$ cat src/rtl/ddr2_init_mon.sv
// Passive checker of the DDR2 power-up/init command order, fields and sticky first error; results registered one edge after the sample.
// Define DDR2_INIT_MON_TIMING_EN to add the inter-command gap counter and the timing-violation check (code 3).
module ddr2_init_mon #(
  parameter int BA_BITS     = 3,
  parameter int ADDR_BITS   = 14,
  parameter int CKE_WAIT_CK = 100,
  parameter int TRP_CK      = 3,
  parameter int TMRD_CK     = 2,
  parameter int TRFC_CK     = 26
) (
  input  logic                 clk,
  input  logic                 rst_n,
  input  logic                 cke,
  input  logic [3:0]           cmd,
  input  logic [BA_BITS-1:0]   ba,
  input  logic [ADDR_BITS-1:0] addr,
  output logic [ADDR_BITS-1:0] mr_q,
  output logic [ADDR_BITS-1:0] emr1_q,
  output logic [ADDR_BITS-1:0] emr2_q,
  output logic [ADDR_BITS-1:0] emr3_q,
  output logic [2:0]           cl,
  output logic [2:0]           al,
  output logic                 dev_ready,
  output logic                 err,
  output logic [2:0]           err_code
);

  typedef enum logic [2:0] {C_NOP, C_PRE, C_AREF, C_LM, C_ILL} cmd_e;
  typedef enum logic [3:0] {
    WAIT_CKE, WAIT_NOP, PRE_A, EMR2, EMR3, EMR1A, MRA, PRE_B,
    AREF1, AREF2, MRB, EMR1B, EMR1C, READY, ERROR
  } state_e;

  localparam int CW = $clog2(CKE_WAIT_CK + 1);

  state_e         state_q, state_d, nxt;
  cmd_e           dec, exp_c;
  logic [CW-1:0]  cnt_q, cnt_d;
  logic [2:0]     code_d;
  logic           err_d;
  logic [ADDR_BITS-1:0] mr_d, emr1_d, emr2_d, emr3_d;
  logic [BA_BITS-1:0]   exp_ba;
  logic           ba_chk, fld_ok, active, expecting, ba_bad;
  logic           e1, e2, e3, e4, e5, e6;

  always_comb begin
    dec = C_ILL;
    if (cmd[3] || cmd == 4'b0111) dec = C_NOP;
    else if (cmd == 4'b0010)      dec = C_PRE;
    else if (cmd == 4'b0001)      dec = C_AREF;
    else if (cmd == 4'b0000)      dec = C_LM;
  end

  // What each expecting state wants to see, and where it goes on acceptance
  always_comb begin
    exp_c  = C_LM;
    exp_ba = '0;
    ba_chk = 1'b1;
    fld_ok = 1'b1;
    nxt    = state_q;
    case (state_q)
      PRE_A:   begin exp_c = C_PRE; ba_chk = 1'b0; fld_ok = addr[10]; nxt = EMR2; end
      EMR2:    begin exp_ba = BA_BITS'(2); nxt = EMR3; end
      EMR3:    begin exp_ba = BA_BITS'(3); nxt = EMR1A; end
      EMR1A:   begin exp_ba = BA_BITS'(1); nxt = MRA; end
      MRA:     begin fld_ok = addr[8]; nxt = PRE_B; end
      PRE_B:   begin exp_c = C_PRE; ba_chk = 1'b0; fld_ok = addr[10]; nxt = AREF1; end
      AREF1:   begin exp_c = C_AREF; ba_chk = 1'b0; nxt = AREF2; end
      AREF2:   begin exp_c = C_AREF; ba_chk = 1'b0; nxt = MRB; end
      MRB:     nxt = EMR1B;
      EMR1B:   begin exp_ba = BA_BITS'(1); fld_ok = (addr[9:7] == 3'b111); nxt = EMR1C; end
      EMR1C:   begin exp_ba = BA_BITS'(1); fld_ok = (addr[9:7] == 3'b000); nxt = READY; end
      default: ;
    endcase
  end

  assign active    = !(state_q inside {WAIT_CKE, READY, ERROR});
  assign expecting = active && (state_q != WAIT_NOP);
  assign ba_bad    = ba_chk && (ba != exp_ba);
  assign e6 = active && !cke;
  assign e5 = active && (dec == C_ILL);
  assign e1 = (state_q == WAIT_NOP) && (dec != C_NOP);
  assign e2 = expecting && (dec != C_NOP) && (dec != C_ILL) && ((dec != exp_c) || ba_bad);
  assign e4 = expecting && (dec == exp_c) && !ba_bad && !fld_ok;

`ifdef DDR2_INIT_MON_TIMING_EN
  localparam int GW = $clog2(TRFC_CK + 1);
  logic [GW-1:0] gap_q, gap_d;
  cmd_e          last_q, last_d;
  logic          last_vld_q, last_vld_d;
  int            tlast;

  // gap_q is distance-1 from the previous command, so a violation is gap_q+1 < t
  always_comb begin
    gap_d      = gap_q;
    last_d     = last_q;
    last_vld_d = last_vld_q;
    if (dec != C_NOP) begin
      gap_d = '0;
      if (dec != C_ILL) begin
        last_d     = dec;
        last_vld_d = 1'b1;
      end
    end else if (int'(gap_q) < TRFC_CK) begin
      gap_d = gap_q + GW'(1);
    end
    case (last_q)
      C_PRE:   tlast = TRP_CK;
      C_LM:    tlast = TMRD_CK;
      C_AREF:  tlast = TRFC_CK;
      default: tlast = 0;
    endcase
    e3 = active && last_vld_q && (dec != C_NOP) && (dec != C_ILL) && (int'(gap_q) + 1 < tlast);
  end

  always_ff @(posedge clk or negedge rst_n) begin
    if (!rst_n) begin
      gap_q      <= '0;
      last_q     <= C_NOP;
      last_vld_q <= 1'b0;
    end else begin
      gap_q      <= gap_d;
      last_q     <= last_d;
      last_vld_q <= last_vld_d;
    end
  end
`else
  assign e3 = 1'b0;
`endif

  always_comb begin
    state_d = state_q;
    cnt_d   = cnt_q;
    err_d   = err;
    code_d  = err_code;
    mr_d    = mr_q;
    emr1_d  = emr1_q;
    emr2_d  = emr2_q;
    emr3_d  = emr3_q;
    if (state_q == WAIT_CKE) begin
      cnt_d = '0;
      if (cke) state_d = WAIT_NOP;
    end else if (active) begin
      if (e6 || e5 || e1 || e2 || e4 || e3) begin
        state_d = ERROR;
        err_d   = 1'b1;
        if (e6)      code_d = 3'd6;
        else if (e5) code_d = 3'd5;
        else if (e1) code_d = 3'd1;
        else if (e2) code_d = 3'd2;
        else if (e4) code_d = 3'd4;
        else         code_d = 3'd3;
      end else if (state_q == WAIT_NOP) begin
        if (cnt_q == CW'(CKE_WAIT_CK - 1)) state_d = PRE_A;
        else                               cnt_d   = cnt_q + CW'(1);
      end else if (dec == exp_c) begin
        state_d = nxt;
        if (dec == C_LM) begin
          case (ba[1:0])
            2'd0:    mr_d   = addr;
            2'd1:    emr1_d = addr;
            2'd2:    emr2_d = addr;
            default: emr3_d = addr;
          endcase
        end
      end
    end
  end

  always_ff @(posedge clk or negedge rst_n) begin
    if (!rst_n) begin
      state_q  <= WAIT_CKE;
      cnt_q    <= '0;
      err      <= 1'b0;
      err_code <= 3'd0;
      mr_q     <= '0;
      emr1_q   <= '0;
      emr2_q   <= '0;
      emr3_q   <= '0;
    end else begin
      state_q  <= state_d;
      cnt_q    <= cnt_d;
      err      <= err_d;
      err_code <= code_d;
      mr_q     <= mr_d;
      emr1_q   <= emr1_d;
      emr2_q   <= emr2_d;
      emr3_q   <= emr3_d;
    end
  end

  assign dev_ready = (state_q == READY);
  assign cl        = mr_q[6:4];
  assign al        = emr1_q[5:3];

endmodule

$ cat config.mk
export PLATFORM = sky130hd
export DESIGN_NAME = ddr2_init_mon
export DESIGN_NICKNAME = d
export VERILOG_FILES = /design/src/rtl/ddr2_init_mon.sv
export SDC_FILE = /design/constraint.sdc
export NUM_CORES = 1
export LEC_CHECK = 0
export ABC_AREA = 1
export CORE_MARGIN = 2
export CORE_UTILIZATION = 45
export DETAILED_ROUTE_END_ITERATION = 8
export GPL_ROUTABILITY_DRIVEN = 0
export PLACE_DENSITY = 0.75
export SLEW_MARGIN = 25
export SYNTH_ARGS = -nofsm -noshare
export SYNTH_HDL_FRONTEND = slang
export SYNTH_SLANG_ARGS = --single-unit
$ cat constraint.sdc
create_clock -name clk -period 2.05 [get_ports clk]
set_input_delay 0.3075 -clock clk [delete_from_list [all_inputs] [get_ports clk]]
set_output_delay 0.3075 -clock clk [all_outputs]
set_load 0.01 [all_outputs]
==> Yosys cells after proc, flatten, opt, wreduce, memory -nomap -nowiden <==
Index checks and enable logic that the tools add are counted.
{ "op_classes": {"addsub": 1, "n_eq_ne": 33, "muxes": 26, "n_bitwise": 5, "reduce_logical": 42} }
{ "ops": {"columns": ["cell", "count"], "rows": [
  ["$pmux W4 S11", 1],
  ["$mux W7", 5],
  ["$eq A4 B4 Y1 const B", 7],
  ["$mux W4", 7],
  ["$reduce_and A7 Y1", 4],
  ["$mux W3", 9],
  ["$eq A4 B3 Y1 const B", 5],
  ["$reduce_bool A14 Y1", 1],
  ["$eq A4 B2 Y1 const B", 3],
  ["$logic_and A1 B1 Y1", 11],
  ["$eq A4 B1 Y1 const B", 2],
  ["$logic_not A4 Y1", 2],
  ["$ne A2 B2 Y1 const B", 4],
  ["$add A7 B1 Y7 const B", 1],
  ["$eq A7 B7 Y1 const B", 1],
  ["$eq A3 B3 Y1 const B", 2],
  ["$logic_or A1 B1 Y1", 6],
  ["$ne A3 B3 Y1", 2],
  ["$pmux W2 S3", 1],
  ["$reduce_bool A3 Y1", 2],
  ["$reduce_or A3 Y1", 2],
  ["$not A1 Y1", 5],
  ["$reduce_and A5 Y1", 1],
  ["$logic_not A1 Y1", 4],
  ["other kinds (18)", 19]
]} }
{ "totals": {"ff_bits": 71, "in_bits": 24, "output_inout_bits": 67, "word_cells": 115} }

==> Logic depth before layout (Yosys ltp) <==
Gate-level depths: netlist of run 1.
{ "depth": {"word_depth": 14, "depth_mapped": 17, "depth_no_buf": 15} }

==> Worst setup path after synthesis of run 1 <==
OpenSTA, ideal clock, no wires.
{ "synth_timing": {"path_kind": "register to register", "startpoint": "register state_q[2]", "endpoint": "register emr3_q[10]", "setup_ns": 0.113, "t_arrival_ns": 1.982, "t_required_ns": 1.937, "slack_ns": -0.044, "stages_incl_launch_ff": 18, "n_path_buf": 3, "period_less_slack_ns": 2.094, "cell_sequence": "dfrtp_1 > buf_4 > nor2_2 > inv_1 > nor2_2 > nor2_1 > nand2_1 > nand3_2 > inv_1 > nand2_1 > nand2_4 > nand3_4 > nor2_8 > buf_8 > buf_8 > nand3_1 > nand2_1 > inv_1"} }
{ "synth_between": {"elab_chain_cells": 11, "word_cells_on_any_way": 51, "cone_classes": "17 x eq/ne; 4 x mux; 4 x bitwise; 26 x reduce/logical"} }
{ "synth_lines": {"columns": ["item", "line", "source"], "rows": [
  ["start: declaration", "36", "state_e state_q, state_d, nxt;"],
  ["start signal: assignment", "181", "state_q <= state_d;"],
  ["$eq A4 B4 Y1, or another cell as far along", "61", "case (state_q)"],
  ["$reduce_or A3 Y1 (no line) or $reduce_bool A3 Y1 (tied branches)", null, null],
  ["$pmux W2 S3 or $logic_not A1 Y1 (tied branches)", "61, 77", null],
  ["$ne A3 B3 Y1 or $logic_and A1 B1 Y1 (tied branches)", "79, 78", null],
  ["$logic_and A1 B1 Y1 (on tied branches)", "79, 83", null],
  ["$logic_or A1 B1 Y1, or another cell as far along", "83", "assign e2 = expecting && (dec != C_NOP) && (dec != C_ILL) && ((dec != exp_c) || ba_bad);"],
  ["$logic_and A1 B1 Y1 (on tied branches)", "83, 84", null],
  ["$logic_or A1 B1 Y1 or $logic_and A1 B1 Y1 (tied branches)", "144, 84", null],
  ["$logic_or A1 B1 Y1", "144", "if (e6 || e5 || e1 || e2 || e4 || e3) begin"],
  ["$not A1 Y1 (no line)", null, null],
  ["$reduce_and A7 Y1 (no line) *", null, null],
  ["end signal: assignment", "188", "emr3_q <= emr3_d;"],
  ["end: declaration", "20", "output logic [ADDR_BITS-1:0] emr3_q,"]
]} }
Mark *: on every way between the ends. The rest lies on a longest branch, timed or not.
A chain may end at the register's enable or synchronous reset.

==> Final worst setup path of run 1 <==
{ "layout_timing": {"startpoint": "register state_q[2]", "endpoint": "register emr1_q[11]"} }
{ "layout_between": {"elab_chain_cells": 11, "word_cells_on_any_way": 51, "cone_classes": "17 x eq/ne; 4 x mux; 4 x bitwise; 26 x reduce/logical"} }
{ "layout_lines": {"columns": ["item", "line", "source"], "rows": [
  ["$eq A4 B4 Y1, or another cell as far along", "61", null],
  ["$reduce_or A3 Y1 (no line) or $reduce_bool A3 Y1 (tied branches)", null, null],
  ["$pmux W2 S3 or $logic_not A1 Y1 (tied branches)", "61, 77", null],
  ["$ne A3 B3 Y1 or $logic_and A1 B1 Y1 (tied branches)", "79, 78", null],
  ["$logic_and A1 B1 Y1 (on tied branches)", "79, 83", null],
  ["$logic_or A1 B1 Y1, or another cell as far along", "83", null],
  ["$logic_and A1 B1 Y1 (on tied branches)", "83, 84", null],
  ["$logic_or A1 B1 Y1 or $logic_and A1 B1 Y1 (tied branches)", "144, 84", null],
  ["$logic_or A1 B1 Y1", "144", null],
  ["$not A1 Y1 (no line)", null, null],
  ["$reduce_and A7 Y1 (no line) *", null, null],
  ["end signal: assignment", "186", "emr1_q <= emr1_d;"],
  ["end: declaration", "18", "output logic [ADDR_BITS-1:0] emr1_q,"]
]} }
Marks and branches as above.

==> flow_results.org, run 1 <==
** Timing
- Once routing completed, OpenROAD measured the worst setup slack at -0.326 ns.
- Post-route fraction of the period consumed by the critical path :: 1.16
- Static timing analysis puts the maximum clock frequency at 0.421 GHz.
- Clock skew :: 0.0110 ns
- Unrepaired setup endpoints after global routing :: yes
- Measured against its own limit, the worst slew margin works out to 0.735.
- The number of pins exceeding their max-slew limit in the final report was 0.
- Total negative slack :: -18.34 ns
- The final number of hold-violating endpoints was 0.
- Final hold analysis gives a worst-case slack of between 0.4 and 0.5 ns.
- Setup violation total in the final timing report :: 71
- For the pin with the worst max-slew slack, the measured transition is between 0.3 and 0.4 ns.
- After layout, the minimum clock period comes to between 2 and 2.5 ns.

** Global route
- Global router's overall resource usage :: 0.252
- Grt ovf :: 0
- The number of antenna violations at the first check in global routing came to 0.
- Pin count of the biggest net entering global routing :: 58
- For this run, global-route usage on met2 was measured as 0.446.
- The first global-routing pass estimated ~17 mm of wire.
- The number of global-route vias before repair came to 3569.
- Global-route layer with the greatest usage :: met2
- Global Route met1 Usage :: 0.299
- Met3 track utilization from global routing :: 0.0498

** Clocking
- Clock-pin slew reported for the worst setup and hold paths after clock tree synthesis :: roughly 0.090 ns
- The clock reaches the later pin of the worst-skew pair after between 0.3 and 0.4 ns.
- Clock tree from TritonCTS :: yes
- TritonCTS Buffers :: 9
- The H-tree was split into 3 levels.
- The clock passes through at most 2 buffers.
- Clk sink count :: 71
- The cell sitting at the root of the clock tree is a clkbuf_8.

** Worst setup path
- Delay of the slowest critical-path stage :: 0.50 ns
- Worst endpoint data arrival time :: 2.63 ns
- Top fanout value on the critical path :: 7
- Worst-path cell chain :: nor2_4 -> nand2_2 -> nand2_4 -> buf_4 -> nor2_2 -> nor3_4 -> nand3_4 -> nor2_8 -> buf_12 -> buf_8 -> nand2_8 -> nand2_2 -> o21ai_1
- Among all stages on the critical path, the largest delay is contributed by dfrtp_2.
- Cell type with the highest occurrence count on the critical path :: nand2_2
- At the worst endpoint, the required time is about 2.3 ns.
- The setup path with the least slack is of type flop to flop.
- Kind of cell adding the most delay to the critical path :: simple AND/OR/NAND/NOR gates
- Startpoint kind of the worst setup timing path :: flop
- The number of buffers and inverters on the critical path is 3.
- The worst setup path is captured at a flop.

** Cells and area
- # nets final :: around 630
- With fillers left out, the area of the finished cells amounts to 5990 um2.
- Layout overhead on the synthesized area :: 65.2%
- Number of fillers in the final layout :: 494
- The number of antenna diodes in the final layout is 0.
- Of the cells placed in the final design, the portion with a size suffix greater than 1 is 0.362.
- After the flow finishes, the layout carries non-filler instances totaling 716.
- Once layout is complete, the utilization of the core stands at 0.771.

** Route
- Post-detailed-route via-to-cell ratio :: 5.38
- Antenna violation net count after detailed routing :: 0
- The first routing iteration left around 290 violations.
- Wires add up to approximately 13 mm.
- Post-detailed-route DRC marker count :: 0
- Count of TritonRoute iterations in the first routing pass :: 5
- Overall via count from detail_route :: 3854
- Dividing the detail-routed wire length by the instance count gives 17.5 um.

** Floorplan
- Measured along the y axis, the die boundary spans 93.8 um.
- The initial utilization of the core area, before any placement, comes to 0.467.
- Site row count :: 32
- The die covers 8790 um2.
- Area of the core :: 7770 um2
- From left edge to right edge, the die measures 93.8 um.
- 91 I/O pins were placed.

** Outcome
- Outcome :: finished, violations left
- Failing checks :: setup timing

** Synth
- Of all cell types, the one taking the most synthesized area is dfrtp_1.
- Number of distinct standard cells referenced by the synthesized netlist :: 35
- Number of warnings issued by yosys :: 0
- After synthesis, the cell types taking the most area are dfrtp_1 (49%), nand2_1 (13%), nand3_1 (6.9%).
- Mapped cell area :: 3630 um2
- Of the synthesized area, sequential elements account for 0.490.
- Flop and latch count out of synthesis :: a little over 70
- After synthesis, the most frequently instantiated cells are nand2_1 (130), dfrtp_1 (71), inv_1 (59), nand3_1 (50), o21ai_1 (29).
- Async S/R FF share, synth :: 1.00
- After technology mapping, the gate count stands at 448.
- Synthesized area per cell :: 8.10 um2
- Top flip-flop cell by instance count after synthesis :: dfrtp_1
- Counting every net in the synthesized netlist gives 473.
- Proportion of netlist area held by the largest area contributor :: 0.490
- Library cell with the highest instance count after synthesis :: nand2_1
- The synthesized design contains 0 enable-type register cells.

** Placed design
- HPWL after detailed placement :: 7.08 mm
- After detailed placement, the total cell area comes to a little under 5000 um2.
- Total placed cells including tap cells :: 669
- The count of buffers added on input and output ports is 90.

** Run
- Across the run, the number of max-cap violations was 0.

** Power and ir drop
- Dividing total power by cell area gives a power density of 1050 nW/um2.
- Cell leakage power :: 2.84 nW
- IR analysis of the VDD net gives a maximum drop of 0.989 mV.

** Worst hold path
- The min-delay analysis places its worst path in the category input pin to asynchronous set/reset pin.
[cells by family after synthesis]
kind of cell,Yosys count,synth area share
AO/OA/AOI/OAI,43,0.0631
flip-flops,71,0.490
AND/OR/NAND/NOR,244,0.316
adder cells (fa/ha/maj),1,0.00345
XOR/XNOR,6,0.0145
buffers and inverters,83,0.113
[final timing paths]
path	startpoint	to	slack, ns	cells past startpoint
worst max register to register	state_q[2]	emr1_q[11]	-0.33	13
max in group asynchronous	rst_n	state_q[1]	0.99	3
worst min register to register	err	err	0.48	1
worst min-delay path	rst_n	mr_q[0]	0.40	2
worst max-delay path	state_q[2]	emr1_q[11]	-0.33	13
min in group clk	err	err	0.48	1
[layer usage]
layer / vias to the layer above / share of wire
met3: 40 / 0.064
met1: 1846 / 0.36
li1: 1764 / -
met4: 0 / 0.038
met5: - / 0
met2: 204 / 0.54
[what timing repair did]
action / CTS / global route
hold buffers: 1 / 0
pin swaps: 22 / 20
endpoints found under the hold margin: 14 / 0
gates cloned: 3 / 6
gates resized for setup: 57 / 107
buffers inserted: 12 / 9
endpoints found under the setup margin: 70 / 72
[placed cells by master (no fill, tap or decap), drive strengths merged, types with 2 or more instances in the layout]
cell type / instances
nor3: 6
nand3: 54
nor3b: 2
o21ai: 37
bufinv: 2
xor2: 6
nand2: 143
nand3b: 4
a21oi: 2
buf: 72
clkdlybuf4s50: 88
dfrtp: 71
nand4: 11
clkinv: 2
inv: 65
clkbuf: 12
nor2: 28
[cell type report]
type	count	area, um2	share of cell area
multi-input cells	300	2010	0.335
repair buffers	164	1600	0.268
flip-flops and latches	71	1780	0.297
well taps	102	128	0.0213
clock inverters	7	103	0.0171
inverters	63	244	0.0407
clock buffers	9	124	0.0207
[power breakdown]
group | switching [W] | internal, W
registers | 0.000181 | 0.00153
clock network | 0.000603 | 0.000698
logic | 0.00174 | 0.00157
[per-stage QoR]
step | power [W] | worst slack, ns
finish | 0.00632 | -0.326
global route | 0.00660 | -0.395
floorplan | 0.00285 | 0.00165
detailed placement | 0.00367 | -0.421
CTS | 0.00542 | -0.0925
global placement | 0.00360 | -0.325
[flip-flops by register name, summed over array words and instances, names as in the netlist]
register / cells
cnt_q: 7
emr1_q: 14
emr2_q: 14
emr3_q: 14
err: 1
err_code: 3
mr_q: 14
state_q: 4
No activity file was read; power rests on OpenSTA's default activity.
==> inputs of run 2 (changes only) <==
--- a/config.mk
+++ b/config.mk
@@ -11,7 +11,7 @@
 export DETAILED_ROUTE_END_ITERATION = 8
 export GPL_ROUTABILITY_DRIVEN = 0
 export PLACE_DENSITY = 0.75
-export SLEW_MARGIN = 25
 export SYNTH_ARGS = -nofsm -noshare
 export SYNTH_HDL_FRONTEND = slang
 export SYNTH_SLANG_ARGS = --single-unit
+export TNS_END_PERCENT = 10
==> run 2 against run 1 <==
The flow still finishes with violations (setup timing). Cell count shrank 1.8%. Clock skew hardly changed. First-iteration DRC count down 15%. Clock power barely moved. Final area decreased by 8.4%. Via count is 6.0% lower. Critical path type unchanged. Critical endpoint is now emr3_q[12]. Core utilization decreased by 6.5 points. Setup slack improved by 0.13 ns.
==> flow_results.org, run 2 (same netlist as run 1, synthesis figures left out) <==
** Cells and area
- Number of diodes :: 0
- Layout overhead on the synthesized area :: 51.3%
- Of the cells placed in the final design, the portion with a size suffix greater than 1 is 0.235.
- The final layout contains 621 nets.
- The library cell used most frequently in the layout, excluding fill and tap cells, is nand2_1.
- Highest-count cells in the layout ignoring fill and taps :: nand2_1 (119), clkdlybuf4s50_1 (88), dfrtp_1 (68)

** Global route
- The number of global-route vias before repair came to 3372.
- First-pass GRT wire length :: approximately 16 mm
- Pin count of the biggest net entering global routing :: 58
- For this run the aggregate overflow at the end of global routing stands at 0.
- Across every metal layer, demand over resource in global routing totals 0.232.
- The number of antenna violations at the first check in global routing came to 0.

** Worst setup path
- By startpoint and endpoint, the worst setup path is classified as flop to flop.
- Top fanout value on the critical path :: 8
- STA classifies the critical path endpoint as a flop.
- Startpoint kind of the worst setup timing path :: flop
- CP Data Required Time :: 2.30 ns
- Worst endpoint data arrival time :: between 2 and 2.5 ns

** Timing
- Setup repair after global routing could not meet its margin everywhere.
- Smallest setup slack after layout :: -0.194 ns
- The final number of hold-violating endpoints is 0.
- Measured against its own limit, the worst slew margin works out to 0.743.
- The smallest clock period supported by the final layout is computed as about 2.2 ns.
- Worst-case hold slack :: about 0.40 ns
- Pins over their slew limit :: 0
- Static timing analysis puts the maximum clock frequency at 0.446 GHz.
- Slew at the pin closest to its max-slew limit :: 0.385 ns
- Clock skew :: around 0.011 ns
- Post-route fraction of the period consumed by the critical path :: 1.09
- Setup violation total in the final timing report :: around 70

** Power and ir drop
- Sum of internal, switching and leakage power :: 0.00562 W
- Summed over all cells, the static leakage comes to 2.70 nW.
- Maximum vdd drop :: 0.857 mV
- Power density over the cells :: 1020 nW/um2

** Floorplan
- The die covers 8790 um2.
- I/O Pins :: 91
- Die Span Y :: around 94 um
- In this run the horizontal extent of the chip is 93.8 um.
- The core region is 7770 um2.
- For this configuration, the core starts out at a cell density of 0.467.
- The initialized floorplan defines 32 standard-cell rows.

** Placed design
- Input and output buffers added on the ports amount to 90.
- HPWL after detailed placement :: 7.08 mm

** Clocking
- Maximum count of clock buffers along a single path :: 2
- Clock root cell :: clkbuf_8
- After clock tree synthesis, the clock-pin slew on the worst setup and hold paths is roughly 0.090 ns.
- Clock insertion delay at the later pin of the skew report :: 0.36 ns
- TritonCTS Buffers :: 9
- Clock H-tree levels :: 3
- Clk sink count :: 71
- TritonCTS built the clock tree.

** Run
- Number of maximum-capacitance constraint violations :: 0

** Route
- In the routed layout, each cell is associated on average with a via count of ~5.2.
- Signal routing reaches up to met4.
- Antenna violation net count after detailed routing :: 0
- Met2 WL :: 5.50 mm
- After detailed routing, the average wire length per cell comes to between 15 and 20 um.
- In the final routing, the length of wire on met1 measures just over 4 mm.
- Initial detailed-routing violation count :: 242
- Overall via count from detail_route :: 3621
- Before antenna repair, the detailed router went through 4 iterations.
- In the routed design, unresolved DRC markers number 0.
- Wire segments on met3 add up to between 600 and 700 um in the final route.
- Final Routed Wirelength :: 10.6 mm

** Worst hold path
- Hold/Removal Path Class :: input pin to asynchronous set/reset pin

** Outcome
- The final reports fail on setup timing.
- Outcome :: finished, violations left
[run 2: path summary, 6_finish.rpt]
check | from | to | slack [ns] | depth (start not counted)
setup / recovery | state_q[1] | emr3_q[12] | -0.19 | 13
hold / removal | rst_n | mr_q[6] | 0.40 | 2
setup reg to reg | state_q[1] | emr3_q[12] | -0.19 | 13
hold reg to reg | mr_q[0] | mr_q[0] | 0.48 | 2
max in group asynchronous | rst_n | state_q[1] | 1.00 | 3
min in group clk | mr_q[0] | mr_q[0] | 0.48 | 2
[run 2: per-layer routing]
metal / up-vias / track usage
met5: - / 0
met4: 0 / 0.0857
met3: 29 / 0.0490
met2: 151 / 0.404
met1: 1714 / 0.282
li1: 1727 / -
[run 2: final cells by class]
cell class | instances | area, um2
clock buffers | 9 | 124
clock inverters | 7 | 103
fillers | 602 | 2280
inverters | 63 | 241
multi-input cells | 296 | 1630
flip-flops and latches | 71 | 1780
well taps | 102 | 128
repair buffers | 155 | 1480
[run 2: stage by stage]
step / cells / worst slack, ns / setup TNS (ns) / area [um2] / util
after CTS: 694 / -0.106 / -4.44 / 5260 / 0.677
after global routing: 703 / -0.304 / -17.39 / 5490 / 0.706
after global placement: 669 / -0.325 / -18.00 / 4880 / 0.629
after floorplan: 448 / 0.00165 / 0 / 3640 / -
final: 703 / -0.194 / -10.19 / 5490 / 0.706
after detailed placement: 669 / -0.421 / -23.90 / 4880 / 0.629
[run 2: repair_timing]
| action | in CTS | in global routing |
|---|---|---|
| pin swaps | 19 | 19 |
| buffers inserted | 7 | 6 |
| hold endpoints to repair | 14 | 0 |
| hold buffers | 1 | 0 |
| endpoints found under the setup margin | 70 | 72 |
| cloned | 1 | 3 |
| gates resized for setup | 31 | 22 |
[run 2: where the power goes]
part | total, W | switching, W | internal, W | leakage, nW
logic | 0.00264 | 0.00138 | 0.00126 | 1.70
registers | 0.00168 | 0.000157 | 0.00153 | 0.893
clock network | 0.00129 | 0.000597 | 0.000697 | 0.110
total | 0.00562 | 0.00213 | 0.00349 | 2.70
[run 2: critical path, stage by stage, from the launching register on]
cell and delay, ns:
dfrtp_2 0.46, nor2_4 0.26, nand2_2 0.11, nand2_2 0.11, buf_4 0.14, nor2_2 0.05, nor3_4 0.24, nand3_4 0.13
nor2_8 0.19, buf_12 0.15, buf_12 0.12, nand3_2 0.06, nand2_1 0.06, inv_1 0.07
